File: config.mk
export PLATFORM = sky130hd
export DESIGN_NAME = obj_line_scan_flat
export DESIGN_NICKNAME = d
export VERILOG_FILES = /design/src/rtl/obj_line_scan_if.sv /design/src/rtl/obj_line_scan.sv /design/src/flat_wrapper.sv
export SDC_FILE = /design/constraint.sdc
export NUM_CORES = 1
export LEC_CHECK = 0
export ABC_AREA = 1
export CAP_MARGIN = 20
export CORE_ASPECT_RATIO = 1.2
export CORE_MARGIN = 2
export CORE_UTILIZATION = 49
export DETAILED_ROUTE_END_ITERATION = 8
export HOLD_SLACK_MARGIN = 0.06
export PLACE_DENSITY = 0.78
export SETUP_SLACK_MARGIN = 0.3
export SLEW_MARGIN = 30
export SYNTH_ARGS = -nofsm -noshare
export SYNTH_HDL_FRONTEND = slang
export SYNTH_SLANG_ARGS = --single-unit
File: constraint.sdc
create_clock -name clk -period 2 [get_ports clk]
set_clock_uncertainty 0.15 [all_clocks]
set_input_delay 0.4 -clock clk [delete_from_list [all_inputs] [get_ports clk]]
set_output_delay 0.4 -clock clk [all_outputs]
set_load 0.005 [all_outputs]
File: src/rtl/obj_line_scan_if.sv
// Memory-side bus of the sprite line scanner: object RAM read port and
// line buffer ce/wre/ad/din port.
interface obj_line_scan_if;
  logic [8:0] obj_addr;
  logic [7:0] obj_data;
  logic       buf_ce;
  logic       buf_wre;
  logic [5:0] buf_ad;
  logic [7:0] buf_din;

  modport master (
    output obj_addr, input obj_data,
    output buf_ce, output buf_wre, output buf_ad, output buf_din
  );
  modport slave (
    input obj_addr, output obj_data,
    input buf_ce, input buf_wre, input buf_ad, input buf_din
  );
endinterface

File: src/rtl/obj_line_scan.sv
// Per-scanline sprite scanner: walks object RAM on hblank and copies up to
// MAX_SLOTS hits into the sprite line buffer. OBJ_SCAN_ROWOFS_EN stores row-in-sprite as byte 3.
module obj_line_scan #(
  parameter int NUM_OBJ   = 96,
  parameter int MAX_SLOTS = 16,
  parameter int SPRITE_H  = 16
) (
  input  logic                  clk,
  input  logic                  reset,
  input  logic                  start,
  input  logic [7:0]            vpos,
  obj_line_scan_if.master       bus,
  output logic                  busy,
  output logic                  done,
  output logic [4:0]            sprite_count,
  output logic                  overflow
);
  typedef enum logic [2:0] {IDLE, RD_Y, CHECK, COPY, DRAIN, DONE} state_t;

  localparam logic [7:0] HEIGHT   = 8'(SPRITE_H);
  localparam logic [6:0] LAST_IDX = 7'(NUM_OBJ - 1);
  localparam logic [4:0] FULL     = 5'(MAX_SLOTS);

  state_t     state, state_n;
  logic [7:0] line_r, diff;
  logic [6:0] idx;
  logic [4:0] slot;
  logic [1:0] k;
  logic [8:0] base;
  logic       last, hit, full;
`ifdef OBJ_SCAN_ROWOFS_EN
  logic [3:0] row_r;
`endif

  assign base         = {idx, 2'b00};
  assign diff         = line_r - bus.obj_data;  // mod-256 handles Y wrap
  assign hit          = diff < HEIGHT;
  assign last         = idx == LAST_IDX;
  assign full         = slot == FULL;
  assign sprite_count = slot;
  assign bus.buf_ce   = busy;

  always_ff @(posedge clk or posedge reset) begin
    if (reset) state <= IDLE;
    else       state <= state_n;
  end

  always_comb begin
    state_n     = state;
    busy        = 1'b0;
    done        = 1'b0;
    bus.obj_addr = '0;
    bus.buf_wre = 1'b0;
    bus.buf_ad  = '0;
    bus.buf_din = '0;
    case (state)
      IDLE:  if (start) state_n = RD_Y;
      RD_Y: begin
        busy         = 1'b1;
        bus.obj_addr = base | 9'd3;
        state_n      = CHECK;
      end
      CHECK: begin
        busy = 1'b1;
        if (!hit)     state_n = last ? DONE : RD_Y;
        else if (full) state_n = DONE;
        else          state_n = COPY;
      end
      COPY: begin
        busy         = 1'b1;
        bus.obj_addr = base | {7'd0, k};
        // read data lags address by one cycle, so write byte k-1
        if (k != 2'd0) begin
          bus.buf_wre = 1'b1;
          bus.buf_ad  = {slot[3:0], k - 2'd1};
          bus.buf_din = bus.obj_data;
        end
        if (k == 2'd3) state_n = DRAIN;
      end
      DRAIN: begin
        busy        = 1'b1;
        bus.buf_wre = 1'b1;
        bus.buf_ad  = {slot[3:0], 2'd3};
`ifdef OBJ_SCAN_ROWOFS_EN
        bus.buf_din = {4'd0, row_r};
`else
        bus.buf_din = bus.obj_data;
`endif
        state_n = last ? DONE : RD_Y;
      end
      DONE: begin
        done    = 1'b1;
        state_n = IDLE;
      end
      default: state_n = IDLE;
    endcase
  end

  always_ff @(posedge clk or posedge reset) begin
    if (reset) begin
      line_r   <= '0;
      idx      <= '0;
      slot     <= '0;
      k        <= '0;
      overflow <= 1'b0;
`ifdef OBJ_SCAN_ROWOFS_EN
      row_r    <= '0;
`endif
    end else begin
      case (state)
        IDLE: if (start) begin
          line_r   <= vpos;
          idx      <= '0;
          slot     <= '0;
          k        <= '0;
          overflow <= 1'b0;
        end
        CHECK: begin
          k <= '0;
`ifdef OBJ_SCAN_ROWOFS_EN
          row_r <= diff[3:0];
`endif
          if (!hit && !last) idx <= idx + 7'd1;
          if (hit && full)   overflow <= 1'b1;
        end
        COPY:  k <= k + 2'd1;
        DRAIN: begin
          slot <= slot + 5'd1;
          if (!last) idx <= idx + 7'd1;
        end
        default: ;
      endcase
    end
  end
endmodule

File: src/flat_wrapper.sv
// flat-port wrapper written by rule: the top's interface ports become plain ports
module obj_line_scan_flat 
#(
  parameter int NUM_OBJ   = 96,
  parameter int MAX_SLOTS = 16,
  parameter int SPRITE_H  = 16
)
  (clk, reset, start, vpos, busy, done, sprite_count, overflow, bus_obj_addr, bus_obj_data, bus_buf_ce, bus_buf_wre, bus_buf_ad, bus_buf_din);
  obj_line_scan_if bus_i ();
  input  logic clk;
  input  logic reset;
  input  logic start;
  input  logic [7:0] vpos;
  output logic busy;
  output logic done;
  output logic [4:0] sprite_count;
  output logic overflow;
  output wire logic [$bits(bus_i.obj_addr)-1:0] bus_obj_addr;
  input wire logic [$bits(bus_i.obj_data)-1:0] bus_obj_data;
  output wire logic [$bits(bus_i.buf_ce)-1:0] bus_buf_ce;
  output wire logic [$bits(bus_i.buf_wre)-1:0] bus_buf_wre;
  output wire logic [$bits(bus_i.buf_ad)-1:0] bus_buf_ad;
  output wire logic [$bits(bus_i.buf_din)-1:0] bus_buf_din;
  assign bus_obj_addr = bus_i.obj_addr;
  assign bus_i.obj_data = bus_obj_data;
  assign bus_buf_ce = bus_i.buf_ce;
  assign bus_buf_wre = bus_i.buf_wre;
  assign bus_buf_ad = bus_i.buf_ad;
  assign bus_buf_din = bus_i.buf_din;
  obj_line_scan #(.NUM_OBJ(NUM_OBJ), .MAX_SLOTS(MAX_SLOTS), .SPRITE_H(SPRITE_H)) u_core (.clk(clk), .reset(reset), .start(start), .vpos(vpos), .bus(bus_i), .busy(busy), .done(done), .sprite_count(sprite_count), .overflow(overflow));
endmodule
==> results of run 1 <==
## report_power, final
part	internal, W	switching, W
Clock	0.000135	0.000178
Sequential	0.000690	0.000162
Combinational	0.00182	0.00202
## worst paths after layout
kind	startpoint	end	slack, ns	cells past startpoint
max in group asynchronous	reset	u_core.sprite_count[0]	1.10	3
worst min register to register	u_core.line_r[6]	u_core.line_r[6]	0.39	2
worst min-delay path	reset	u_core.idx[4]	0.32	3
worst max register to register	u_core.line_r[5]	u_core.idx[1]	-0.13	12
worst max-delay path	u_core.state[2]	bus_buf_din[6]	-0.38	11
min in group clk	u_core.line_r[6]	u_core.line_r[6]	0.39	2
## cells by family after synthesis
family	Yosys count	synth area share
AO/OA/AOI/OAI	25	0.0808
XOR/XNOR	1	0.00446
adder cells (fa/ha/maj)	13	0.0828
buffers and inverters	62	0.122
flip-flops	26	0.331
AND/OR/NAND/NOR	168	0.379
## cell type report
| class | instances | area, sq um | share of cell area |
|---|---|---|---|
| multi-input combinational | 207 | 1460 | 0.417 |
| timing repair buffer | 123 | 1030 | 0.293 |
| sequential | 26 | 654 | 0.187 |
| inverter | 58 | 240 | 0.0686 |
| tap | 54 | 67.6 | 0.0193 |
| clock buffer | 3 | 41.3 | 0.0118 |
| timing repair inverter | 1 | 11.3 | 0.00321 |
## per-layer routing
metal / global-route usage / part of all wire / up-vias
li1: - / - / 1148
met1: 0.331 / 0.35 / 1210
met2: 0.532 / 0.54 / 151
met3: 0.0352 / 0.066 / 42
met4: 0.109 / 0.044 / 0
met5: 0 / 0 / -
## flip-flops by register name, indices dropped and copies added, names as in the netlist
register,cells
u_core.line_r,8
u_core.idx,7
u_core.sprite_count,5
u_core.state,3
u_core.k,2
u_core.overflow,1
## worst max-delay path, cell delays in order, from the launching register on
cell	delay (ns)
dfrtp_1	0.42
nor2_2	0.16
inv_2	0.07
nor2_4	0.09
inv_2	0.06
o21ai_4	0.14
buf_12	0.15
inv_8	0.04
buf_12	0.11
buf_6	0.10
nor2_1	0.09
buf_2	0.12
## synthesized netlist by cell type, types with 3 or more instances
master,number,area [sq um]
nor2_4,3,33.8
inv_2,7,26.3
nand2_2,4,25.0
o21ai_0,7,35.0
nor3_1,3,15.0
nand2_1,94,353
dfrtp_1,26,651
inv_1,51,191
nand3_1,17,85.1
nand4_1,4,25.0
a21oi_1,8,40.0
nor2_1,34,128
ha_1,13,163
## timing repair
item,CTS,global route
gates resized for setup,161,64
setup endpoints to repair,42,52
pin swaps,35,14
buffers inserted,28,15
cloned,1,0
## per-stage QoR
step,setup slack [ns],power (W)
final,-0.382,0.00501
after global routing,-0.457,0.00526
after CTS,-0.305,0.00416
after detailed placement,-0.657,0.00326
after global placement,-0.589,0.00320
after floorplan,0.136,0.00230
==> metrics.yaml, run 1 <==
path_max_fanout: 3
design_area_sq_um: 3500
antenna_found_initial: 0
whs_ns: 0.323
fin_cells: 472
cts_made_buffers: 3
power_density_nw_per_um2: 1430
cp-start-kind: "flop"
cp.arrival_ns: 1.83
worstSkewPairLatency_ns: 0.28
finalSetupTns_ns: -4.98
ys_warn_count: 0
place_congestion: 0.864
final_util: 0.896
grt_pass1_wl_microns: 9890
vias: 2551
grt_max_degree: 27
setup_viol_count_final: 34
fin_ws_ns: -0.382
fin_crit_sh: 1.19
worst_setup_path_end_kind: "primary output"
drv_slew: 0
grt_pass1_vias: 2275
vdd_drop_max_v: 0.000873
routed_wl_microns: 8030
hp-class: "input pin to async pin"
violations: "setup timing"
die_w_microns: 61.8
n_fill_cell: 181
ios: 52
finalHoldViolCount: 0
layout_common_cells: "67 x nand2_1, 51 x buf_4, 41 x inv_1"
synthArstFlopShare: 1.00
die-area_sq_um: 4540
p_leak_nw: 1.85
final.min_clock_period_ns: 2.38
die_h_microns: 73.4
grt.overflow.total: 0
dpl.cell_count: 425
drt_iter0_markers: 195
antenna_cells: 0
htreeDepth: 1
syn_to_final_growth_pct: 78.2
finalNetCount: 452
rsz0062_at_grt: "yes"
cts-root-buf: "clkbuf_8"
drive_above_1_share: 0.493
synth_edf_count: 0
placed_area_sq_um: 2880
syn_area_sq_um: 1970
ant_nets: 0
crit_type: "flop to primary output"
worst_pin_slew_ns: 0.407
yosysUniqueCellTypes: 31
ctsHoldBuffers: 0
core_region_area_sq_um: 3910
ys.flop_type: "dfrtp_1"
drt-pass1-iter-count: 6
initial_core_util: 0.503
cp.required_ns: 1.45
num_rows: 25
grt_use_total: 0.290
fmax_ghz: 0.420
mostFrequentLayoutCell: "nand2_1"
dp_hpwl_microns: 4010
cts.sinks: 26
syn_inst: 295
status: "finished, violations left"
tritoncts: "yes"
vias_per_cell: 5.40
io_buffers: 51
wl_per_cell_microns: 17.0
clkTransAtPathRegs_ns: 0.10
syn_nets: 327
cts.path.max_buffers: 2
yosys_register_bits: 26
slew-limit-headroom: 0.727
maxCapViolations: 0
avgSynthCellArea_sq_um: 6.66
ys_seq_area_frac: 0.331
drc: 0
(Power assumes the default switching activity.)
==> run 2: changes to the inputs <==
- CTS_CLUSTER_DIAMETER: default -> 80
- GPL_TIMING_DRIVEN: default -> 1
==> results of run 2 <==
The final DEF is identical to that of run 1; final timing and power are the same.
==> run 3: changes to the inputs <==
- ABC_CLOCK_PERIOD_IN_PS: default -> 2000
- RECOVER_POWER: default -> 100
==> run 3 against run 2 <==
Net effect:
- the flow still finishes with violations (setup timing)
- design area decreased by 1.0%
- die area unchanged
- maximum frequency decreased by 0.75%
- sequential power about the same
- worst setup slack got worse by 0.018 ns
- sequential share of layout area increased by 0.19 points
- global-route usage unchanged
- routed wire length increased by 0.14%
- first-iteration DRC count decreased by 8.2%
- combinational power decreased by 1%
- non-clock buffer count unchanged
- critical path depth unchanged
==> metrics.yaml, run 3 (synthesized netlist as in run 1, its figures left out) <==
grt_use_met2: 0.532  # unchanged
cts_made_buffers: 3  # unchanged
die-area_sq_um: 4540  # unchanged
slew-limit-headroom: 0.546  # was 0.727
finalSetupTns_ns: -5.99  # was -4.98 ns
drt_iter0_markers: 179  # was 195
min_from: "u_core.line_r[6]"
maxCapViolations: 0  # unchanged
finalHoldViolCount: 0  # unchanged
routed_wl_microns: 8050  # was 8030 microns
num_rows: 25  # unchanged
worstReg2RegStart: "u_core.state[0]"  # was u_core.line_r[5]
worstSkewPairLatency_ns: 0.28  # about the same
drv_slew: 0  # unchanged
drc: 0  # unchanged
dp_hpwl_microns: 4010  # unchanged
fin_ws_ns: -0.400  # was -0.382 ns
top_register: "u_core.line_r"  # unchanged
dp_slack_ns: -0.657  # unchanged
vdd_drop_max_v: 0.000881  # was 0.000873 V
worstPathCellList: "nor2_2 -> inv_2 -> nor2_4 -> inv_2 -> o21ai_4 -> buf_12 -> inv_8 -> buf_12 -> buf_6 -> nor2_1 -> buf_2"  # unchanged
vias: 2564  # was 2551
clkTransAtPathRegs_ns: 0.10  # about the same
status: "finished, violations left"  # unchanged
wl_per_cell_microns: 17.0  # about the same
grt_pass1_wl_microns: 9890  # unchanged
final_util: 0.887  # was 0.896
whs_path_depth: 2
worst_pin_slew_ns: 0.681  # was 0.407 ns
whs_ns: 0.394  # was 0.323 ns
rsz0062_at_grt: "yes"  # unchanged
mostFrequentLayoutCell: "nand2_1"  # unchanged
finalNetCount: 452  # unchanged
power_density_nw_per_um2: 1430  # about the same
fmax_ghz: 0.417  # was 0.420 GHz
dpl.cell_count: 425  # unchanged
grt_use_total: 0.290  # unchanged
grt_pass1_vias: 2275  # unchanged
cp_slowest_cell: "dfrtp_1"  # unchanged
tritoncts: "yes"  # unchanged
violations: "setup timing"  # unchanged
cp-start-kind: "flop"  # unchanged
antenna_found_initial: 0  # unchanged
final.min_clock_period_ns: 2.40  # was 2.38 ns
grt.overflow.total: 0  # unchanged
met3_usage: 0.0352  # unchanged
rr_endpoint: "u_core.idx[1]"  # unchanged
cts.path.max_buffers: 2  # unchanged
fin_cells: 472  # unchanged
grt_use_met1: 0.331  # unchanged
worst-path-buf-inv: 7  # unchanged
htreeDepth: 1  # unchanged
worst_setup_path_end_kind: "primary output"  # unchanged
crit_type: "flop to primary output"  # unchanged
antenna_cells: 0  # unchanged
p_leak_nw: 1.77  # was 1.85 nW
cp.arrival_ns: 1.85  # was 1.83 ns
die_h_microns: 73.4  # unchanged
ant_nets: 0  # unchanged
slowest_delay_ns: 0.42  # about the same
path_max_fanout: 3  # unchanged
ios: 52  # unchanged
largest_register_ffs: 8  # unchanged
busiest_layer: "met2"  # unchanged
cts-root-buf: "clkbuf_8"  # unchanged
r2r_slack_ns: -0.20  # was -0.13 ns
die_w_microns: 61.8  # unchanged
place_congestion: 0.864  # unchanged
cp_top_family: "buffers and inverters"  # unchanged
drive_above_1_share: 0.486  # was 0.493
fin_crit_sh: 1.20  # was 1.19
vias_per_cell: 5.43  # was 5.40
drt-pass1-iter-count: 5  # was 6
ctsHoldBuffers: 0  # unchanged
setup_viol_count_final: 34  # unchanged
worstHoldEndpoint: "u_core.line_r[6]"
io_buffers: 51  # unchanged
layout_common_cells: "67 x nand2_1, 49 x buf_4, 41 x inv_1"  # was 67 x nand2_1, 51 x buf_4, 41 x inv_1
initial_core_util: 0.503  # unchanged
hp-class: "flop to flop"  # was input pin to async pin
cts.sinks: 26  # unchanged
cp.required_ns: 1.45  # about the same
core_region_area_sq_um: 3910  # unchanged
reg2regPathDepth: 11  # was 12
grt_max_degree: 27  # unchanged
syn_to_final_growth_pct: 76.4  # was 78.2%
[run 3: changes by cell type in the layout (fill, tap and decap cells not counted), sizes merged]
cell | before | now
clkdlybuf4s50 | 12 | 11
buf | 99 | 97
dlygate4sd3 | 0 | 1
dlymetal6s2s | 4 | 0
clkbuf | 3 | 5
clkdlybuf4s25 | 0 | 4
[run 3: stage by stage]
| step | total power (W) | cell area (sq um) |
|---|---|---|
| after floorplan | 0.00230 | 2110 |
| after global placement | 0.00320 | 2880 |
| after detailed placement | 0.00326 | 2880 |
| after CTS | 0.00416 | 3180 |
| after global routing | 0.00521 | 3470 |
| final | 0.00497 | 3470 |
[run 3: worst max path at each step]
stage                          startpoint              to  slack [ns]  cells after the start
after floorplan           bus_obj_data[2]   u_core.idx[1]        0.14                     16
after CTS                 u_core.state[0]  bus_buf_din[6]       -0.30                     12
after global routing      u_core.state[0]  bus_buf_din[6]       -0.46                     12
final                     u_core.state[2]  bus_buf_din[6]       -0.40                     11
after global placement    bus_obj_data[2]   u_core.idx[1]       -0.59                     17
after detailed placement  bus_obj_data[2]   u_core.idx[2]       -0.66                     17
[run 3: worst min-delay path, stage by stage, from the launching register on]
cell and delay, ns:
dfrtp_1 0.40, nand2_1 0.06, nand2_1 0.06
[run 3: timing repair]
action | CTS | global route
buffers inserted | 28 | 15
setup endpoints to repair | 42 | 52
pin swaps | 35 | 14
cloned | 1 | 0
resized for setup | 161 | 64
[run 3: where the power goes]
part / internal, W / total, W / leakage, nW / switching, W
combinational: 0.00180 / 0.00380 / 1.41 / 0.00200
sequential: 0.000690 / 0.000855 / 0.340 / 0.000165
clock: 0.000135 / 0.000314 / 0.0216 / 0.000178
[run 3: layout make-up]
class | count | area, sq um
Clock buffer | 3 | 41.3
Fill cell | 191 | 442
Inverter | 58 | 240
Multi-Input combinational cell | 207 | 1440
Sequential cell | 26 | 654
Tap cell | 54 | 67.6
Timing Repair Buffer | 123 | 1010
Timing Repair inverter | 1 | 11.3
[run 3: metal layers]
layer / wire length (microns) / up-vias
met2: 4320 / 172
met4: 340 / 0
met1: 2810 / 1197
li1: - / 1150
met5: 0 / -
met3: 575 / 45
